<file path="config.mk">
export PLATFORM = sky130hd
export DESIGN_NAME = rf_write_arbiter
export DESIGN_NICKNAME = d
export VERILOG_FILES = /design/src/rtl/rv_pkg.sv /design/src/rtl/rf_scoreboard.sv /design/src/rtl/rf_write_arbiter.sv
export SDC_FILE = /design/constraint.sdc
export NUM_CORES = 1
export LEC_CHECK = 0
export CORE_MARGIN = 4
export CORE_UTILIZATION = 45
export CTS_CLUSTER_SIZE = 30
export DETAILED_ROUTE_END_ITERATION = 12
export PLACE_DENSITY = 0.89
export SETUP_SLACK_MARGIN = 0.1
export SLEW_MARGIN = 10
export SYNTH_ARGS = -nofsm -noshare
export SYNTH_HDL_FRONTEND = slang
export SYNTH_SLANG_ARGS = --single-unit
</file>
<file path="constraint.sdc">
create_clock -name clk -period 3.19 [get_ports clk]
set_input_delay 0.319 -clock clk [delete_from_list [all_inputs] [get_ports clk]]
set_output_delay 0.319 -clock clk [all_outputs]
set_load 0.005 [all_outputs]
</file>
<file path="src/rtl/rv_pkg.sv">
// Shared register-file widths and writeback source encoding.
// Latency: n/a (declarations only).
// Backpressure: n/a.
package rv_pkg;

    localparam int XLEN = 32;
    localparam int NREG = 32;
    localparam int AW   = 5;

    typedef enum logic [1:0] {
        SRC_DBG = 2'd0,
        SRC_ALU = 2'd1,
        SRC_LSU = 2'd2
    } src_e;

endpackage

</file>
<file path="src/rtl/rf_scoreboard.sv">
// Per-register pending-write scoreboard with two combinational query ports.
// Latency: set/clear/flush take effect at the next edge; queries are combinational with no bypass.
// Backpressure: none; every set/clear/flush request is applied in the cycle it is presented.
module rf_scoreboard
    import rv_pkg::*;
(
    input  logic          clk,
    input  logic          rst_n,
    input  logic          set_en,
    input  logic [AW-1:0] set_idx,
    input  logic          clr_en,
    input  logic [AW-1:0] clr_idx,
    input  logic          flush,
    input  logic [AW-1:0] query_rs1,
    input  logic [AW-1:0] query_rs2,
    output logic          busy_rs1,
    output logic          busy_rs2
);

    logic [NREG-1:0] busy;
    logic [NREG-1:0] busy_nxt;

    // Next busy vector: commit clear, then flush, then issue set so a same-cycle set always survives.
    always_comb begin
        busy_nxt = busy;
        if (clr_en) begin
            busy_nxt[clr_idx] = 1'b0;
        end
        if (flush) begin
            busy_nxt = '0;
        end
        if (set_en && (set_idx != '0)) begin
            busy_nxt[set_idx] = 1'b1;
        end
        busy_nxt[0] = 1'b0;
    end

    // Busy bits register; all clear out of reset.
    always_ff @(posedge clk or negedge rst_n) begin
        if (!rst_n) begin
            busy <= '0;
        end else begin
            busy <= busy_nxt;
        end
    end

    assign busy_rs1 = busy[query_rs1];
    assign busy_rs2 = busy[query_rs2];

endmodule

</file>
<file path="src/rtl/rf_write_arbiter.sv">
// Arbitrates debug/ALU/LSU writebacks onto the single register-file write port and tracks pending writes.
// Latency: 1 cycle from grant to rf_we/rf_waddr/rf_wdata; the register file commits one edge later.
// Backpressure: ready is combinational from valids; debug has priority, ALU/LSU alternate round-robin under contention.
module rf_write_arbiter
    import rv_pkg::*;
(
    input  logic            clk,
    input  logic            rst_n,
    input  logic            dbg_valid,
    input  logic [AW-1:0]   dbg_rd,
    input  logic [XLEN-1:0] dbg_data,
    output logic            dbg_ready,
    input  logic            alu_valid,
    input  logic [AW-1:0]   alu_rd,
    input  logic [XLEN-1:0] alu_data,
    output logic            alu_ready,
    input  logic            lsu_valid,
    input  logic [AW-1:0]   lsu_rd,
    input  logic [XLEN-1:0] lsu_data,
    output logic            lsu_ready,
    input  logic            issue_valid,
    input  logic [AW-1:0]   issue_rd,
    input  logic            flush,
    input  logic [AW-1:0]   query_rs1,
    input  logic [AW-1:0]   query_rs2,
    output logic            busy_rs1,
    output logic            busy_rs2,
    output logic            rf_we,
    output logic [AW-1:0]   rf_waddr,
    output logic [XLEN-1:0] rf_wdata
);

    // rr=0 prefers the ALU, rr=1 prefers the LSU when both request together.
    logic            rr;
    logic            grant_any;
    src_e            grant_src;
    logic [AW-1:0]   grant_rd;
    logic [XLEN-1:0] grant_data;
    // Registered write came from debug; such writes must not retire scoreboard entries.
    logic            wr_dbg;

    // Pick at most one winner: debug first, then the single ALU/LSU requester or the rr-preferred one.
    always_comb begin
        dbg_ready  = 1'b0;
        alu_ready  = 1'b0;
        lsu_ready  = 1'b0;
        grant_any  = 1'b0;
        grant_src  = SRC_ALU;
        grant_rd   = '0;
        grant_data = '0;
        if (dbg_valid) begin
            dbg_ready  = 1'b1;
            grant_any  = 1'b1;
            grant_src  = SRC_DBG;
            grant_rd   = dbg_rd;
            grant_data = dbg_data;
        end else if (alu_valid && (!lsu_valid || !rr)) begin
            alu_ready  = 1'b1;
            grant_any  = 1'b1;
            grant_src  = SRC_ALU;
            grant_rd   = alu_rd;
            grant_data = alu_data;
        end else if (lsu_valid) begin
            lsu_ready  = 1'b1;
            grant_any  = 1'b1;
            grant_src  = SRC_LSU;
            grant_rd   = lsu_rd;
            grant_data = lsu_data;
        end
    end

    // Round-robin pointer flips toward whichever of ALU/LSU did not just win; debug grants leave it alone.
    always_ff @(posedge clk or negedge rst_n) begin
        if (!rst_n) begin
            rr <= 1'b0;
        end else if (grant_any && (grant_src == SRC_ALU)) begin
            rr <= 1'b1;
        end else if (grant_any && (grant_src == SRC_LSU)) begin
            rr <= 1'b0;
        end
    end

    // Output register: load the winning write; x0 writes are accepted but leave rf_we low.
    always_ff @(posedge clk or negedge rst_n) begin
        if (!rst_n) begin
            rf_we    <= 1'b0;
            rf_waddr <= '0;
            rf_wdata <= '0;
            wr_dbg   <= 1'b0;
        end else if (grant_any) begin
            rf_we    <= (grant_rd != '0);
            rf_waddr <= grant_rd;
            rf_wdata <= grant_data;
            wr_dbg   <= (grant_src == SRC_DBG);
        end else begin
            rf_we    <= 1'b0;
        end
    end

    rf_scoreboard u_scoreboard (
        .clk       (clk),
        .rst_n     (rst_n),
        .set_en    (issue_valid),
        .set_idx   (issue_rd),
        .clr_en    (rf_we && !wr_dbg),
        .clr_idx   (rf_waddr),
        .flush     (flush),
        .query_rs1 (query_rs1),
        .query_rs2 (query_rs2),
        .busy_rs1  (busy_rs1),
        .busy_rs2  (busy_rs2)
    );

endmodule
</file>
==> results of run 1 <==
[critical path: cells and delay by family]
family	cells	cell delay (ns)
buffers and inverters	2	1.10
muxes	2	0.80
and+or+nand+nor	2	0.43
[flip-flops by register name (all words and copies together) (netlist names)]
register	flops
rf_waddr	5
rr	1
rf_we	1
wr_dbg	1
rf_wdata	32
u_scoreboard.busy	31
[area by class of cell]
type                    count  area, um^2
multi-input cells         353        2190
fillers                   649        2680
well taps                 108         135
repair buffers            183        1810
inverters                   3        11.3
flip-flops and latches     71        1780
clock inverters             6         108
clock buffers              10         138
[worst max-delay path by stage]
stage                 start        to  slack, ns  cells after the start
6_report       query_rs2[0]  busy_rs2       0.23                      6
5_1_grt        query_rs1[0]  busy_rs1       0.15                      6
4_1_cts        query_rs1[2]  busy_rs1       0.18                      6
3_5_place_dp   query_rs1[2]  busy_rs1       0.18                      6
3_3_place_gp   query_rs2[0]  busy_rs2       0.32                      6
2_1_floorplan  query_rs1[0]  busy_rs1       1.37                      5
[metrics by stage]
stage                     hold WS [ns]  utilization [%]  power [W]  cell area [um^2]  cells
final                         0.000129             69.7    0.00250              6170    734
after global routing            0.0422             69.7    0.00259              6170    734
after CTS                       0.0116             69.7    0.00250              6170    734
after detailed placement         0.380             66.9    0.00162              5920    718
after global placement           0.376             66.9    0.00161              5920    718
after floorplan                 0.0234                -    0.00125              4150    465
[power by group]
| group | switching [W] | internal (W) | total, W | leakage, nW |
|---|---|---|---|---|
| Combinational | 0.000245 | 0.000342 | 0.000587 | 1.47 |
| Clock | 0.000347 | 0.000538 | 0.000885 | 0.122 |
| Sequential | 0.0000607 | 0.000965 | 0.00103 | 0.907 |
| Total | 0.000653 | 0.00185 | 0.00250 | 2.50 |
[kinds of logic (layout without fill, tap and decap cells)]
group | after synthesis | count (layout)
AOI/OAI and AO/OA | 132 | 132
muxes | 26 | 26
DFF | 71 | 71
and+or+nand+nor | 195 | 195
buffers and inverters | 41 | 202
[what timing repair did]
item,CTS,global route
endpoints found under the hold margin,0,0
resized for setup,0,1
endpoints found under the setup margin,0,1
[metal layers]
metal | vias up | share of wire [%] | GRT usage (%)
met5 | - | 0 | 0
met4 | 0 | 2.9 | 10.4
met3 | 43 | 10 | 7.08
met2 | 268 | 49 | 45.0
met1 | 2077 | 38 | 31.9
li1 | 2014 | - | -
[cells in the mapped netlist]
master	n	area share [%]
or3_1	4	0.60
clkbuf_1	24	2.2
buf_4	3	0.54
nand3_1	14	1.7
a2111oi_0	2	0.42
buf_2	5	0.60
nand4_1	3	0.45
nor3_1	4	0.48
nand2b_1	6	0.90
nand2_1	65	5.9
nand3b_1	19	3.4
o21ai_0	45	5.4
nand4b_1	2	0.42
a21oi_1	38	4.6
a222oi_1	5	1.2
nor2b_1	24	3.6
nor3b_1	7	1.3
a221oi_1	32	6.8
o211a_1	1	0.24
buf_1	2	0.18
mux4_1	6	3.8
buf_6	4	1.1
inv_1	3	0.27
nor3_2	1	0.24
nor2_1	41	3.7
or2_2	3	0.45
mux2i_1	20	4.8
dfrtp_1	71	43
a22oi_1	4	0.72
o31ai_1	4	0.72
and3_1	2	0.30
a211oi_1	1	0.18
==> impl_metrics.json, run 1 <==
{
  "vias_per_cell": 6.00,
  "fmax_mhz": 338,
  "synth_compound_area_share_pct": 20.3,
  "synth_nets": 598,
  "overflow": 0,
  "synthCells": 465,
  "leakage_nw": 2.50,
  "cts_tree": "done",
  "synth_warnings": 0,
  "drv_slew": 0,
  "final-hold-violation-count": 0,
  "synth_xor_area_share_pct": 0,
  "grt_pass1_wl_um": 23300,
  "nNetsFinal": 754,
  "vias": 4402,
  "drt-pass1-iter-count": 5,
  "synth_sequential_area_ratio_pct": 42.8,
  "fin_setup_tns_ns": 0,
  "setup_violations": 0,
  "rows": 34,
  "power_density_mw_per_mm2": 405,
  "cp_max_fo": 7,
  "die-area_mm2": 0.0108,
  "reg2reg_from": "rr",
  "first_global_vias": 4528,
  "drtIter0Drc": 310,
  "core_mm2": 0.00885,
  "synthMuxAreaShare_pct": 8.62,
  "startpoint_type": "input port",
  "final_cell_mix": "173 x clkdlybuf4s50_1, 71 x dfrtp_1, 65 x nand2_1, 45 x o21ai_0, 41 x nor2_1",
  "die-height_um": 104,
  "preCtsSetupSlack_ns": 0.182,
  "timing.rr.end": "rf_we",
  "fin_skew_ns": 0.00941,
  "syn_area_mm2": 0.00415,
  "worstPathArrival_ns": 2.64,
  "min_period_over_period_pct": 92.8,
  "cts_sinks": 71,
  "slowest_delay_ns": 0.65,
  "antenna_cells": 0,
  "r2r_cells": 5,
  "cpMostUsedCell": "clkdlybuf4s50_1",
  "min_period_ns": 2.96,
  "cp.required_ns": 2.87,
  "hpwl_um": 10900,
  "antenna_found_initial": 0,
  "io_pins": 176,
  "synth_cell_types": 32,
  "drtAntennaViolNets": 0,
  "clkTransAtPathRegs_ns": 0.08,
  "rrSetupSlack_ns": 1.51,
  "insertion_delay_ns": 0.35,
  "worst_slack_ns": 0.229,
  "cts_hold_buf": 0,
  "cts-htree-levels": 3,
  "die_w_um": 104,
  "layout_commonest_cell": "clkdlybuf4s50_1",
  "cts_made_buffers": 9,
  "area_growth_pct": 48.6,
  "max_cap_viol_count": 0,
  "grt_max_degree": 40,
  "slew-limit-headroom_pct": 36.5,
  "status": "complete, no violations",
  "start_util_pct": 46.9,
  "crit_type": "in -> out",
  "slowest_stage": "clkdlybuf4s50_1",
  "path_cells": "clkdlybuf4s50_1 > mux4_1 > mux2i_1 > nor3b_1 > or3_1 > clkdlybuf4s50_1",
  "rsz0062_at_grt": "false",
  "clockRootBuffer": "clkbuf_8",
  "routed_wl_um": 14300,
  "synth_adder_area_share_pct": 0,
  "tightest_slew_ns": 0.950,
  "avgSynthCellArea_um2": 8.93,
  "ctsLongestPathBuffers": 2,
  "ys_ff_latch": 71,
  "place_congestion": 0.996,
  "postCtsSetupBuffers": 0,
  "hold_path.class": "in -> async",
  "synthSimpleGateAreaFrac_pct": 23.5,
  "layout-drive-gt1-share_pct": 4.79,
  "synth_top_family_by_area": "simple AND/OR/NAND/NOR gates",
  "wire_per_inst_um": 19.4,
  "track_usage_pct": 26.4,
  "port_buffers": 175,
  "endpoint_kind": "primary output",
  "drc": 0,
  "ir_drop_uv": 206
}
No activity file was read; power rests on OpenSTA's default activity.
==> run 2, diff against run 1 <==
- PLACE_DENSITY: 0.89 -> 0.84
==> impl_metrics.json, run 2 (synthesized netlist as in run 1, its figures left out) <==
{
  "status": "complete, no violations",
  "cts_made_buffers": 9,
  "drv_slew": 0,
  "overflow": 0,
  "layout-drive-gt1-share_pct": 4.79,
  "cts_sinks": 71,
  "fin_skew_ns": 0.00721,
  "drt-pass1-iter-count": 7,
  "crit_type": "in -> out",
  "min_period_over_period_pct": 91.7,
  "core_mm2": 0.00885,
  "vias_per_cell": 6.03,
  "final-hold-violation-count": 0,
  "area_growth_pct": 48.8,
  "drtAntennaViolNets": 0,
  "max_cap_viol_count": 0,
  "largest_reg_flops": 32,
  "ir_drop_uv": 233,
  "endpoint_kind": "primary output",
  "drc": 0,
  "antenna_found_initial": 0,
  "postCtsSetupBuffers": 0,
  "slew-limit-headroom_pct": 34.0,
  "cts_tree": "done",
  "cp.required_ns": 2.87,
  "min_period_ns": 2.93,
  "clockRootBuffer": "clkbuf_8",
  "place_congestion": 0.927,
  "largest_registers": "rf_wdata (32), u_scoreboard.busy (31), rf_waddr (5)",
  "clkTransAtPathRegs_ns": 0.07,
  "setup_violations": 0,
  "port_buffers": 175,
  "layout_commonest_cell": "clkdlybuf4s50_1",
  "cts_resized": 0,
  "ctsLongestPathBuffers": 2,
  "start_util_pct": 46.9,
  "routed_wl_um": 14800,
  "die-height_um": 104,
  "antenna_cells": 0,
  "leakage_nw": 2.49,
  "rsz0062_at_grt": "false",
  "worstPathArrival_ns": 2.61,
  "first_global_vias": 4626,
  "die_w_um": 104,
  "hpwl_um": 11300,
  "wire_per_inst_um": 20.1,
  "insertion_delay_ns": 0.35,
  "power_density_mw_per_mm2": 409,
  "die-area_mm2": 0.0108,
  "fmax_mhz": 342,
  "fin_setup_tns_ns": 0,
  "vias": 4428,
  "cp_max_fo": 7,
  "hold_path.class": "in -> async",
  "regMostFlops": "rf_wdata",
  "rows": 34,
  "final_cell_mix": "174 x clkdlybuf4s50_1, 71 x dfrtp_1, 65 x nand2_1, 45 x o21ai_0, 41 x nor2_1",
  "nNetsFinal": 754,
  "drtIter0Drc": 272,
  "tightest_slew_ns": 0.987,
  "utilization_pct": 69.8,
  "io_pins": 176,
  "grt_pass1_wl_um": 23700,
  "grt_max_degree": 40,
  "cts_hold_buf": 0,
  "startpoint_type": "input port",
  "cts-htree-levels": 3,
  "track_usage_pct": 27.1
}
[run 2: cell count changes in the layout (fill, tap and decap cells not counted)]
| cell | change |
|---|---|
| clkinv_4 | +1 |
| clkinvlp_4 | -1 |
| clkbuf_8 | +1 |
| clkinv_2 | -1 |
| dlymetal6s2s_1 | -1 |
| clkdlybuf4s50_1 | +1 |
[run 2: worst max-delay path, stage by stage]
cell             delay, ns
clkdlybuf4s50_1       0.64
mux4_1                0.59
mux2i_1               0.15
nor3b_1               0.07
or3_1                 0.37
clkdlybuf4s50_1       0.46
[run 2: metrics by stage]
stage,hold WS (ns),worst slack [ns],instances,total power [W],instance area (um^2)
floorplan,0.0234,1.37,465,0.00125,4150
global placement,0.417,0.314,718,0.00162,5920
detailed placement,0.419,0.260,718,0.00163,5920
CTS,0.0414,0.253,734,0.00253,6180
global route,0.0600,0.111,734,0.00263,6180
finish,0.0359,0.265,734,0.00253,6180
[run 2: cell type report]
| class | count | area, um^2 |
|---|---|---|
| fillers | 682 | 2670 |
| multi-input cells | 353 | 2190 |
| repair buffers | 183 | 1810 |
| flip-flops and latches | 71 | 1780 |
| clock buffers | 11 | 151 |
| well taps | 108 | 135 |
| clock inverters | 5 | 104 |
| inverters | 3 | 11.3 |
[run 2: report_power, final]
group / total, W / internal (W) / switching (W)
Clock: 0.000904 / 0.000562 / 0.000342
Sequential: 0.00103 / 0.000965 / 0.0000613
Combinational: 0.000595 / 0.000343 / 0.000253
[run 2: layer usage]
layer | wire, um | up-vias | track usage [%]
li1 | - | 2012 | -
met1 | 5540 | 2121 | 31.5
met2 | 7380 | 251 | 46.8
met3 | 1380 | 44 | 8.44
met4 | 493 | 0 | 10.4
met5 | 0 | - | 0
[run 2: worst paths after layout]
path | slack, ns | endpoint | depth (start not counted) | from
worst max-delay path | 0.26 | busy_rs1 | 6 | query_rs1[0]
worst min register to register | 0.51 | wr_dbg | 2 | wr_dbg
worst max register to register | 1.30 | rf_we | 4 | rr
max in group asynchronous | 2.39 | rf_wdata[22] | 2 | rst_n
worst min-delay path | 0.04 | rf_wdata[0] | 1 | rst_n
min in group clk | 0.51 | rf_wdata[28] | 3 | lsu_data[28]
==> run 3, diff against run 2 <==
--- a/config.mk
+++ b/config.mk
@@ -7,2 +7,3 @@
 export LEC_CHECK = 0
+export CAP_MARGIN = 40
 export CORE_MARGIN = 4
--- a/constraint.sdc
+++ b/constraint.sdc
@@ -3,2 +3,2 @@
 set_output_delay 0.319 -clock clk [all_outputs]
-set_load 0.005 [all_outputs]
+set_load 0.01 [all_outputs]
==> impl_metrics.json, run 3 (synthesized netlist as in run 1, its figures left out) <==
{
  "status": "complete, no violations",
  "start_util_pct": 46.9,
  "overflow": 0,
  "leakage_nw": 2.47,
  "ctsLongestPathBuffers": 2,
  "fmax_mhz": 338,
  "min_period_over_period_pct": 92.8,
  "drc": 0,
  "combPwrFrac_pct": 26.1,
  "die-area_mm2": 0.0108,
  "fin_skew_ns": 0.00537,
  "die-height_um": 104,
  "min_period_ns": 2.96,
  "cts_hold_buf": 0,
  "rows": 34,
  "insertion_delay_ns": 0.35,
  "cp.required_ns": 2.87,
  "switching_share_pct": 27.6,
  "power_density_mw_per_mm2": 385,
  "place_congestion": 0.942,
  "worst_slack_ns": 0.229,
  "placed_area_mm2": 0.00593,
  "routed_wl_um": 14300,
  "max_cap_viol_count": 0,
  "clkTransAtPathRegs_ns": 0.07,
  "place_inst": 718,
  "cpMostUsedCell": "clkdlybuf4s50_1",
  "track_usage_pct": 26.7,
  "antenna_cells": 0,
  "cts-htree-levels": 3,
  "cts_sinks": 71,
  "regMostFlops": "rf_wdata",
  "largest_registers": "rf_wdata (32), u_scoreboard.busy (31), rf_waddr (5)",
  "layout-drive-gt1-share_pct": 4.48,
  "core_mm2": 0.00885,
  "finalPower_w": 0.00236,
  "cp_max_fo": 7,
  "ir_drop_uv": 201,
  "final-hold-violation-count": 0,
  "vias": 4388,
  "port_buffers": 175,
  "cts_resized": 0,
  "cts_tree": "done",
  "intPower_w": 0.00171,
  "crit_type": "in -> out",
  "drtIter0Drc": 206,
  "antenna_found_initial": 0,
  "hpwl_um": 11100,
  "die_w_um": 104,
  "nNetsFinal": 754,
  "wire_per_inst_um": 19.5,
  "slowest_stage": "clkdlybuf4s50_1",
  "setup_violations": 0,
  "area_growth_pct": 47.6,
  "drt-pass1-iter-count": 6,
  "clockRootBuffer": "clkbuf_8",
  "grt_pass1_wl_um": 23300,
  "tightest_slew_ns": 0.741,
  "startpoint_type": "input port",
  "largest_reg_flops": 32,
  "io_pins": 176,
  "cp_top_family": "buffers and inverters",
  "slowest_delay_ns": 0.64,
  "endpoint_kind": "primary output",
  "final_cell_mix": "174 x clkdlybuf4s50_1, 71 x dfrtp_1, 65 x nand2_1, 45 x o21ai_0, 41 x nor2_1",
  "p_clk_share_pct": 30.5,
  "layoutNonFillerInstCount": 733,
  "drtAntennaViolNets": 0,
  "vias_per_cell": 5.99,
  "slew-limit-headroom_pct": 50.6,
  "pwr-share-seq_pct": 43.4,
  "hold_path.class": "in -> async",
  "fin_setup_tns_ns": 0,
  "drv_slew": 0,
  "cts_made_buffers": 9,
  "first_global_vias": 4564,
  "postCtsSetupBuffers": 0,
  "grt_max_degree": 41,
  "final_area_mm2": 0.00613,
  "layout_commonest_cell": "clkdlybuf4s50_1",
  "path_cells": "clkdlybuf4s50_1 > mux4_1 > mux2i_1 > nor3b_1 > or3_1 > clkdlybuf4s50_1",
  "rsz0062_at_grt": "false",
  "preCtsSetupSlack_ns": 0.249,
  "switchingPower_w": 0.000652,
  "worstPathArrival_ns": 2.64,
  "critPathBufInv": 2
}
-- run 3: changes by cell type in the layout (fill, tap and decap cells not counted) --
cell,change
bufinv_16,-2
clkinv_4,-1
buf_4,-1
clkbuf_1,+1
buf_8,+1
clkinvlp_4,+1
-- run 3: path summary, 6_finish.rpt --
check / startpoint / end / slack [ns] / depth (start not counted)
setup / recovery: query_rs2[0] / busy_rs2 / 0.23 / 6
hold / removal: rst_n / rf_wdata[0] / 0.04 / 1
setup reg to reg: rr / rf_we / 1.37 / 4
hold reg to reg: wr_dbg / wr_dbg / 0.51 / 2
max in group asynchronous: rst_n / rf_wdata[12] / 2.40 / 2
min in group clk: lsu_data[19] / rf_wdata[19] / 0.51 / 3
-- run 3: power by group through the flow --
stage / Clock, W / Combinational [W] / Sequential [W]
2_1_floorplan: 0 / 0.000227 / 0.00104
3_3_place_gp: 0 / 0.000602 / 0.00104
3_5_place_dp: 0 / 0.000611 / 0.00104
4_1_cts: 0.000732 / 0.000616 / 0.00102
5_1_grt: 0.000770 / 0.000660 / 0.00103
6_report: 0.000720 / 0.000615 / 0.00102
-- run 3: area by class of cell --
| class | instances | area (um^2) |
|---|---|---|
| multi-input combinational | 353 | 2190 |
| sequential | 71 | 1780 |
| clock buffer | 12 | 155 |
| fill | 708 | 2720 |
| timing repair buffer | 183 | 1810 |
| clock inverter | 3 | 42.5 |
| tap | 108 | 135 |
| inverter | 3 | 11.3 |
-- run 3: layer usage --
metal  up-vias  global-route usage (%)  wire, um
met1      2074                    31.7      5390
li1       2005                       -         -
met4         0                    12.1       495
met5         -                       0         0
met2       272                    45.1      6920
met3        37                    7.39      1460
-- run 3: through the flow --
stage	hold slack (ns)	util [%]
after floorplan	0.0234	-
after global placement	0.416	66.8
after detailed placement	0.425	67.0
after CTS	0.0492	69.2
after global routing	0.0855	69.2
final	0.0351	69.2
